`src/rtl/bank_safe_pkg.sv`:
```
// +--------------------------------------------------------------------------+
// | bank_safe_pkg : shared states and constants for the safe's PIN path      |
// | Rev 1.0                                                                  |
// +--------------------------------------------------------------------------+
`default_nettype none

package bank_safe_pkg;

  localparam int unsigned C_DEFAULT_PIN_WIDTH = 4;
  localparam logic [3:0]  C_REF_PIN           = 4'b1010;

  typedef enum logic [2:0] {
    IDLE    = 3'd0,
    ENTRY   = 3'd1,
    SUBMIT  = 3'd2,
    WAIT    = 3'd3,
    OPEN    = 3'd4,
    FAIL    = 3'd5,
    LOCKOUT = 3'd6
  } state_e;

  function automatic int unsigned max3(input int unsigned a, input int unsigned b,
                                       input int unsigned c);
    int unsigned m;
    m = (a > b) ? a : b;
    return (m > c) ? m : c;
  endfunction

endpackage

`default_nettype wire

```
`src/rtl/btn_edge_detect.sv`:
```
// +--------------------------------------------------------------------------+
// | btn_edge_detect : 1-bit rising-edge detector, history resets to 1        |
// | Rev 1.0                                                                  |
// +--------------------------------------------------------------------------+
`default_nettype none

module btn_edge_detect
  import bank_safe_pkg::*;
(
  input  logic clk_i,
  input  logic rst_i,
  input  logic btn_i,
  output logic press_o
);

  logic hist_q;

  // History resets high so a button held through reset never reads as a press.
  always_ff @(posedge clk_i) begin
    if (rst_i) hist_q <= 1'b1;
    else       hist_q <= btn_i;
  end

  assign press_o = btn_i & ~hist_q;

endmodule

`default_nettype wire

```
`src/rtl/pin_entry_sequencer.sv`:
```
// +--------------------------------------------------------------------------+
// | pin_entry_sequencer : serial PIN entry, checker handshake, open/lockout  |
// | Optional: `define ENTRY_TIMEOUT_EN aborts stalled entries. Rev 1.0       |
// +--------------------------------------------------------------------------+
`default_nettype none

module pin_entry_sequencer
  import bank_safe_pkg::*;
#(
  parameter int unsigned PIN_WIDTH     = C_DEFAULT_PIN_WIDTH,
  parameter int unsigned MAX_TRIES     = 3,
  parameter int unsigned CHECK_LATENCY = 1,
  parameter int unsigned OPEN_CYCLES   = 50000000,
  parameter int unsigned LOCK_CYCLES   = 250000000,
  parameter int unsigned ENTRY_TIMEOUT = 500000000
) (
  input  logic                             ClockSource,
  input  logic                             Reset,
  input  logic                             BtnZero,
  input  logic                             BtnOne,
  input  logic                             BtnEnter,
  input  logic                             Valid,
  output logic [PIN_WIDTH-1:0]             UserPIN,
  output logic                             PinStrobe,
  output logic                             Unlocked,
  output logic                             LockedOut,
  output logic [$clog2(MAX_TRIES+1)-1:0]   AttemptsLeft
);

  localparam int unsigned AW = $clog2(MAX_TRIES + 1);
  localparam int unsigned CW = $clog2(PIN_WIDTH + 1);
  localparam int unsigned TW = $clog2(max3(OPEN_CYCLES, LOCK_CYCLES, ENTRY_TIMEOUT) + 1);

  state_e               state_q;
  logic [PIN_WIDTH-1:0] shift_q;
  logic [PIN_WIDTH-1:0] user_pin_q;
  logic [CW-1:0]        cnt_q;
  logic [AW-1:0]        fail_q;
  logic [AW-1:0]        attempts_q;
  logic [TW-1:0]        timer_q;
  logic                 strobe_q;
  logic                 unlocked_q;
  logic                 locked_q;

  logic                 w_press_zero;
  logic                 w_press_one;
  logic                 w_press_enter;
  logic                 w_bit_press;
  logic [AW-1:0]        fail_d;

  btn_edge_detect u_edge_zero  (.clk_i(ClockSource), .rst_i(Reset), .btn_i(BtnZero),  .press_o(w_press_zero));
  btn_edge_detect u_edge_one   (.clk_i(ClockSource), .rst_i(Reset), .btn_i(BtnOne),   .press_o(w_press_one));
  btn_edge_detect u_edge_enter (.clk_i(ClockSource), .rst_i(Reset), .btn_i(BtnEnter), .press_o(w_press_enter));

  // Zero and One together cancel; Enter in the same cycle wins over either.
  assign w_bit_press = (w_press_zero ^ w_press_one) & ~w_press_enter;
  assign fail_d      = fail_q + 1'b1;

  always_ff @(posedge ClockSource) begin
    if (Reset) begin
      state_q    <= IDLE;
      shift_q    <= '0;
      user_pin_q <= '0;
      cnt_q      <= '0;
      fail_q     <= '0;
      attempts_q <= AW'(MAX_TRIES);
      timer_q    <= '0;
      strobe_q   <= 1'b0;
      unlocked_q <= 1'b0;
      locked_q   <= 1'b0;
    end else begin
      attempts_q <= AW'(MAX_TRIES) - fail_q;
      strobe_q   <= 1'b0;
      case (state_q)
        IDLE: begin
          if (w_bit_press) begin
            shift_q <= PIN_WIDTH'(w_press_one);
            cnt_q   <= CW'(1);
            timer_q <= '0;
            state_q <= ENTRY;
          end
        end
        ENTRY: begin
          if (w_press_enter) begin
            if (cnt_q == CW'(PIN_WIDTH)) begin
              user_pin_q <= shift_q;
              strobe_q   <= 1'b1;
              state_q    <= SUBMIT;
            end else begin
              state_q <= FAIL;
            end
          end else if (w_bit_press && (cnt_q != CW'(PIN_WIDTH))) begin
            shift_q <= PIN_WIDTH'({shift_q, w_press_one});
            cnt_q   <= cnt_q + 1'b1;
            timer_q <= '0;
          end
`ifdef ENTRY_TIMEOUT_EN
          else if (timer_q == TW'(ENTRY_TIMEOUT - 1)) begin
            shift_q <= '0;
            cnt_q   <= '0;
            timer_q <= '0;
            state_q <= IDLE;
          end else begin
            timer_q <= timer_q + 1'b1;
          end
`else
          else begin
            timer_q <= timer_q;
          end
`endif
        end
        SUBMIT: begin
          // Counts cycles since SUBMIT so Valid is taken on the CHECK_LATENCY-th.
          timer_q <= TW'(1);
          state_q <= WAIT;
        end
        WAIT: begin
          if (timer_q >= TW'(CHECK_LATENCY)) begin
            timer_q <= '0;
            if (Valid) begin
              unlocked_q <= 1'b1;
              user_pin_q <= '0;
              fail_q     <= '0;
              state_q    <= OPEN;
            end else begin
              state_q <= FAIL;
            end
          end else begin
            timer_q <= timer_q + 1'b1;
          end
        end
        OPEN: begin
          if (timer_q == TW'(OPEN_CYCLES - 1)) begin
            unlocked_q <= 1'b0;
            timer_q    <= '0;
            state_q    <= IDLE;
          end else begin
            timer_q <= timer_q + 1'b1;
          end
        end
        FAIL: begin
          fail_q     <= fail_d;
          shift_q    <= '0;
          cnt_q      <= '0;
          user_pin_q <= '0;
          timer_q    <= '0;
          if (fail_d == AW'(MAX_TRIES)) begin
            locked_q <= 1'b1;
            state_q  <= LOCKOUT;
          end else begin
            state_q <= IDLE;
          end
        end
        LOCKOUT: begin
          if (timer_q == TW'(LOCK_CYCLES - 1)) begin
            locked_q <= 1'b0;
            fail_q   <= '0;
            timer_q  <= '0;
            state_q  <= IDLE;
          end else begin
            timer_q <= timer_q + 1'b1;
          end
        end
        default: state_q <= IDLE;
      endcase
    end
  end

  assign UserPIN      = user_pin_q;
  assign PinStrobe    = strobe_q;
  assign Unlocked     = unlocked_q;
  assign LockedOut    = locked_q;
  assign AttemptsLeft = attempts_q;

endmodule

`default_nettype wire
```
`config.mk`:
```
export PLATFORM = sky130hd
export DESIGN_NAME = pin_entry_sequencer
export DESIGN_NICKNAME = d
export VERILOG_FILES = /design/src/rtl/bank_safe_pkg.sv /design/src/rtl/btn_edge_detect.sv /design/src/rtl/pin_entry_sequencer.sv
export SDC_FILE = /design/constraint.sdc
export NUM_CORES = 1
export LEC_CHECK = 0
export CORE_ASPECT_RATIO = 1.2
export CORE_UTILIZATION = 37
export CTS_CLUSTER_SIZE = 14
export DETAILED_ROUTE_END_ITERATION = 6
export PLACE_DENSITY = 0.61
export SETUP_SLACK_MARGIN = 0.5
export SKIP_CTS_REPAIR_TIMING = 1
export SYNTH_ARGS = -nofsm -noshare
export SYNTH_HDL_FRONTEND = slang
export SYNTH_SLANG_ARGS = --single-unit
```
`constraint.sdc`:
```
create_clock -name ClockSource -period 3.1 [get_ports ClockSource]
set_input_delay 0.31 -clock ClockSource [delete_from_list [all_inputs] [get_ports ClockSource]]
set_output_delay 0.31 -clock ClockSource [all_outputs]
set_load 0.02 [all_outputs]
```
Word level (Yosys, flattened, before mapping) --
Index checks and enable logic that the tools add are counted.
Word-level totals: flip-flop bits (word level) 53, output and inout port bits 9, logic and storage cells 105
Cells by class: add/sub/neg operators 4, magnitude comparators 1, eq/ne operators 21, muxes and demuxes 40, bitwise logic cells 10, reductions and logical operators 16
Operators with widths (number):
- $pmux 29 s7 | 1
- $mux 29 | 6
- $add 29x1->29 const B | 1
- $eq 29x26->1 const B | 1
- $eq 29x28->1 const B | 1
- $ge 29x1->1 const B | 1
- $mux 4 | 7
- $mux 3 | 9
- $pmux 4 s3 | 2
- $pmux 3 s7 | 1
- $ne 2x2->1 const B | 10
- $reduce_and 4->1 | 4
- $eq 3x3->1 const B | 4
- $reduce_and 5->1 | 2
- $pmux 3 s3 | 1
- $reduce_bool 3->1 | 3
- $mux 1 | 7
- $reduce_bool 7->1 | 1
- $eq 3x2->1 const B | 2
- $mux 2 | 3
- $pmux 2 s3 | 1
- $not 1->1 | 5
- $and 1x1->1 | 4
- $pmux 1 s2 | 2
- 12 further kinds | 13

Depth between registers and ports, before layout --
Gate-level depths: netlist (run 1).
depth after elaboration 8, gate-level depth with buffers 9, gate-level depth less buffers 8

Modules after synthesis --
From an unflattened synthesis (run 1), not the netlist that was laid out.
Unflattened totals: cell total of the unflattened synthesis 351, area, all modules 2797.7 um^2
Modules (own cells, without submodules):
- pin_entry_sequencer | instances 1, cells an instance 342, area an instance 2700.1 um^2, sequential area each 1001.0 um^2
- btn_edge_detect | instances 3, cells an instance 3, area an instance 32.5 um^2, sequential area each 20.0 um^2

Worst setup path before layout (run 1) --
Ideal clock, no wire load.
kind reg2reg, start point register timer_q[1], end point register user_pin_q[0], in the netlist UserPIN[0], arrival time 2.170 ns, required time 3.032 ns, slack 0.862 ns, stages on the path, launching flop included 8, path buffers 1, period minus slack after synthesis 2.238 ns, cells stage by stage dfxtp_1 -> or4_1 -> or4_1 -> or3_4 -> and4_4 -> buf_6 -> nand2b_4 -> a21oi_2
Between the ends: cells in the longest elaborated chain, start to end 3
RTL lines:
- from (decl) | line pin_entry_sequencer.sv:40 | logic [TW-1:0] timer_q;
- from (signal assigned) | line pin_entry_sequencer.sv:108 | timer_q <= timer_q;
- from (signal assigned) | line pin_entry_sequencer.sv:129 | timer_q <= timer_q + 1'b1;
- from (signal assigned) | line pin_entry_sequencer.sv:138 | timer_q <= timer_q + 1'b1;
- $ge 29x1->1 | line pin_entry_sequencer.sv:118 | if (timer_q >= TW'(CHECK_LATENCY)) begin
- $ne 2x2->1 (no source line)
- $reduce_and 5->1 (no source line)
- to (signal assigned) | line pin_entry_sequencer.sv:86 | user_pin_q <= shift_q;
- to (decl) | line pin_entry_sequencer.sv:36 | logic [PIN_WIDTH-1:0] user_pin_q;
No other way between the ends. A chain may end at the register's enable or synchronous reset.

Worst setup path in the final report (run 1) --
start point register timer_q[1], end point register timer_q[22]
Between the ends: cells in the longest elaborated chain, start to end 3
RTL lines:
- $add 29x1->29, or another cell as far along | line pin_entry_sequencer.sv:129, pin_entry_sequencer.sv:138, pin_entry_sequencer.sv:161
- $mux 29 (on tied branches) | line pin_entry_sequencer.sv:155, pin_entry_sequencer.sv:118, pin_entry_sequencer.sv:133
- $pmux 29 s7 * | line pin_entry_sequencer.sv:74 | case (state_q)
Mark *: on every way between the ends. The rest lies on a longest branch, timed or not.

==> metrics, run 1 <==
clock skew=0.0142 ns; drt first pass iters=4; maximum clock rate=approximately 400 MHz; final setup vio count=0; Netlist Area Pre-Place=about 2900 um2; Design Power=1.19 mW; Routed Antenna Nets=0; DP Wirelength=4500 um; crit path buf inv count=1; Critical Path Max Stage Delay=0.53 ns; antenna violations before repair=0; Tightest Hold Check Type=register to register; slew of the pin with the lowest slew margin=roughly 0.56 ns; share of the synthesized area in the top cell type=37.1%; CP delay by family, top=simple AND/OR/NAND/NOR gates; DR vias/cell=5.54; DP Cell Count=455; antenna fix cells=0; Synth Register Bits=53; Core Util, Final=between 40% and 50%; Max FO, Critical Path=22; Slew HR=62.3%; Worst path most repeated cell=or4_1; dominant synthesized flop cell=dfxtp_1; global-route usage over all layers=~17%; Slowest cell on crit path=or4_1; hold slack=0.431 ns; Pwr per Cell Area=roughly 370 nW/um2; Area growth syn-to-layout=11.2%; drt drc=0; fin cells=463; CP endpoint kind=register; commonest cells in the netlist=dfxtp_1 (53), nor2_1 (41), nand2_1 (38); H-tree Lvls=2; number of I/O pins=15; status=finished clean; Routed Wire Length=around 6300 um; fin crit period=2.43 ns; dpl cell area=3070 um2; DR iter-0 viols=172; final hold viol count=0; WS Path Type=register to register; Clock Latency Late Sink=~0.31 ns; share of layout cells above drive strength 1=under 10%; # port buffers=14; Post-Syn Instances=around 370; worst path required time=3.35 ns; Unique masters post-synth=51; Nets=383; final worst-path cycle share=between 70 and 80%; Slew Limit Fails=0; final instance area=roughly 3200 um2; crit path cell chain=or4_1 > or4_1 > o32a_1 > nand2_4 > o21bai_2 > buf_4 > nor2_1; Initial Util=between 30% and 40%; Synthesized Nets=376; RSZ-0062 raised after global routing=no; final setup margin=0.666 ns; Clk Tree Root Cell=clkbuf_8; filler cell count=roughly 760; EDFF count, synth=0; Synth area leader=dfxtp_1; Leak=0.963 nW; Total Die Area=approximately 8100 um2; Worst setup SP type=register; Die H=98.3 um; Synth Warn #=0; Die W=slightly above 80 um; pre-CTS worst setup slack=between 0.5 and 0.6 ns; crit path DAT=approximately 2.7 ns; share of synthesized flip-flops with an asynchronous set or reset=0%; gr ovfl total=0; first-pass GRT wire length=10900 um; Core Rows=34; sequential element share of the synthesized area=a little under two fifths; top post-synthesis cells by area=dfxtp_1 (37%), nand3_1 (5.6%), xnor2_1 (5.5%), nor2_1 (5.4%), nand2_1 (5.0%); pin count of the biggest net entering global routing=29; Wirelength per Cell=roughly 14 um; total of max-cap violations=0; clock tree buffer depth=2; top-count cell post-synth=dfxtp_1; Placeable Area=7360 um2; total CTS buffers=5; setup TNS=0 ns; syn avg cell area=7.83 um2; clk slew on worst S/H paths=0.11 ns; CTS sink count=53; CTS tree=built; GPL Wtd Cong=0.815; Peak VDD IR=0.000204 V; via count=around 2.6k; vias in the first global route=2311
## report_power, final
group          leakage (nW)  switching [mW]  internal [mW]
clock network        0.0445           0.238          0.161
registers             0.428         0.00543          0.688
logic                 0.490          0.0625         0.0368
total                 0.963           0.305          0.885
## registers in the layout, summed over array words and instances, names as in the netlist, 2 cells and up
register / cells
timer_q: 29
state_q: 3
cnt_q: 3
AttemptsLeft: 2
fail_q: 2
shift_q: 4
UserPIN: 4
## worst paths after layout
kind	start	end	slack, ns	depth (start not counted)
setup / recovery	timer_q[1]	timer_q[22]	0.67	7
hold / removal	fail_q[1]	AttemptsLeft[1]	0.43	1
setup reg to reg	timer_q[1]	timer_q[22]	0.67	7
hold reg to reg	fail_q[1]	AttemptsLeft[1]	0.43	1
## routing by layer
| layer | routed length, um | global-route usage [%] | vias to the layer above |
|---|---|---|---|
| met5 | 0 | 0 | - |
| met4 | 86 | 5.67 | 0 |
| met3 | 182 | 3.08 | 8 |
| met2 | 3040 | 27.0 | 38 |
| met1 | 2970 | 22.8 | 1211 |
| li1 | - | - | 1307 |
## cells by family after synthesis
family / after synthesis / synth area share, %
compound gates: 58 / 12.9
xor+xnor: 19 / 5.83
fa+ha+maj: 5 / 2.19
buf+inv: 32 / 4.73
flops: 53 / 37.1
mux: 1 / 0.350
simple gates: 197 / 36.8
## cell usage in the layout (no fill, tap or decap), drive strengths merged, types with 3 or more instances in the layout
cell            n
dfxtp          53
nor2           41
nand2          39
nand3          32
a21oi          23
xnor2          18
nor4           18
clkdlybuf4s50  14
nor3           13
inv            12
nand2b         12
o21ai          11
a31oi           8
nor2b           7
buf             7
nor4b           6
nand4           5
ha              5
clkbuf          5
or2             5
or4             4
or3             4
nand3b          3
and4            3
## area by class of cell
cell class | instances | area, um2 | area share [%]
timing repair buffer | 21 | 193 | 6.07
inverter | 11 | 41.3 | 1.30
clock inverter | 3 | 21.3 | 0.670
tap | 90 | 113 | 3.55
sequential | 53 | 1060 | 33.4
multi-input combinational | 280 | 1680 | 52.8
clock buffer | 5 | 68.8 | 2.17
Note: power is estimated with default switching activity, not from simulation.
==> inputs of run 2 (changes only) <==
Clock period 3.1 ns to 2.3 ns, I/O delays scaled along.
==> run 2 against run 1 <==
Net effect:
- fmax rose by 7.9%
- largest power group unchanged
- final cell count grew 6.0%
- critical path type unchanged
- sequential power is 34% higher
- highest routed layer unchanged
==> metrics, run 2 (synthesized netlist as in run 1, its figures left out) <==
Routed Antenna Nets=0 (unchanged); Die H=98.3 um (unchanged); CTS sink count=53 (unchanged); max reg flops=29 (unchanged); maximum clock rate=443 MHz (was 411 MHz); CTS tree=built (unchanged); Initial Util=38.8% (unchanged); Placeable Area=7360 um2 (unchanged); crit path DAT=2.49 ns (was 2.68 ns); Peak VDD IR=0.000314 V (was 0.000204 V); CP endpoint kind=register (unchanged); Clock Latency Late Sink=0.32 ns (was 0.31 ns); Slew Limit Fails=0 (unchanged); drt first pass iters=4 (unchanged); DR vias/cell=5.56 (was 5.54); clock skew=0.0108 ns (was 0.0142 ns); antenna fix cells=0 (unchanged); Core Rows=34 (unchanged); final hold viol count=0 (unchanged); clock tree buffer depth=2 (unchanged); global-route usage over all layers=17.6% (was 17.0%); H-tree Lvls=2 (unchanged); Wirelength per Cell=14.9 um (was 13.6 um); GPL Wtd Cong=0.783 (was 0.815); Nets=411 (was 383); commonest non-fill, non-tap cell in the layout=dfxtp_1 (unchanged); fin crit period=2.26 ns (was 2.43 ns); final setup vio count=0 (unchanged); share of layout cells above drive strength 1=26.9% (was 8.85%); final setup margin=0.0434 ns (was 0.666 ns); pin count of the biggest net entering global routing=31 (was 29); final worst-path cycle share=98.1% (was 78.5%); Die W=82.2 um (unchanged); drt drc=0 (unchanged); total CTS buffers=5 (unchanged); # port buffers=14 (unchanged); slew of the pin with the lowest slew margin=0.557 ns (was 0.561 ns); vias in the first global route=2386 (was 2311); Clk Tree Root Cell=clkbuf_8 (unchanged); Slew HR=62.8% (was 62.3%); Area growth syn-to-layout=30.7% (was 11.2%); DP Wirelength=4840 um (was 4500 um); launch point of the worst reg-to-reg path=timer_q[1] (unchanged); hold_sp=fail_q[1] (unchanged); Worst setup SP type=register (unchanged); Core Util, Final=50.7% (was 43.1%); Max FO, Critical Path=4 (was 22); RSZ-0062 raised after global routing=yes (was no); gr ovfl total=0 (unchanged); DR iter-0 viols=90 (was 172); worst path required time=2.54 ns (was 3.35 ns); antenna violations before repair=0 (unchanged); Design Power=1.65 mW (was 1.19 mW); Setup crit start=timer_q[1] (unchanged); Top reg by flops=timer_q (unchanged); Pwr per Cell Area=441 nW/um2 (was 375 nW/um2); via count=2728 (was 2564); setup TNS=0 ns (unchanged); first-pass GRT wire length=11100 um (was 10900 um); commonest non-fill, non-tap cells in the layout=dfxtp_1 (42), nor2_1 (40), nand2_1 (34), buf_4 (26), nand3_1 (24) (was dfxtp_1 (53), nor2_1 (41), nand2_1 (38), nand3_1 (32), a21oi_1 (19)); number of I/O pins=15 (unchanged); DP Cell Count=474 (was 455); Total Die Area=8080 um2 (unchanged); WS Path Type=register to register (unchanged); fin cells=491 (was 463); Leak=1.22 nW (was 0.963 nW); status=finished clean (unchanged); pre-CTS worst setup slack=0.0617 ns (was 0.594 ns); total of max-cap violations=0 (unchanged); Routed Wire Length=7300 um (was 6280 um); Tightest Hold Check Type=register to register (unchanged); clk slew on worst S/H paths=0.10 ns (was 0.11 ns)
## run 2: cell type report
cell class	instances	area, um2
Clock buffer	6	72.6
Clock inverter	2	10.0
Fill cell	723	3620
Inverter	11	41.3
Multi-Input combinational cell	282	1950
Sequential cell	53	1080
Tap cell	90	113
Timing Repair Buffer	47	468
## run 2: worst paths after layout
check                                       end  slack (ns)  depth (start not counted)
worst max-delay path                 timer_q[9]        0.04                          7
worst min-delay path            AttemptsLeft[1]        0.45                          1
worst max register to register       timer_q[9]        0.04                          7
worst min register to register  AttemptsLeft[1]        0.45                          1
## run 2: layer usage
metal / share of wire [%] / global-route usage (%) / wire [um]
met5: 0 / 0 / 0
met2: 51 / 29.9 / 3730
met1: 44 / 22.1 / 3190
met4: 1.9 / 5.40 / 138
met3: 3.3 / 3.18 / 242
## run 2: where the power goes
| part | leakage [nW] | internal, mW | switching, mW |
|---|---|---|---|
| clock | 0.0450 | 0.212 | 0.318 |
| sequential | 0.435 | 0.922 | 0.00584 |
| combinational | 0.735 | 0.0816 | 0.108 |
## run 2: through the flow
step	hold WS [ns]	area, um2
floorplan	0.337	2910
global placement	0.400	3290
detailed placement	0.405	3290
CTS	0.431	3370
global route	0.470	3730
finish	0.451	3730
## run 2: worst max-delay path, cell delays in order, from the launching register on
cell and delay, ns:
dfxtp_4 0.36, or4_4 0.51, or4_4 0.43, o32a_1 0.35
nand2_4 0.14, clkbuf_16 0.17, nand3_2 0.07, a31oi_1 0.16
==> inputs of run 3 (changes only) <==
Settings changed: CAP_MARGIN from default to 20.
==> results of run 3 <==
The final DEF is identical to that of run 2; final timing and power are the same.
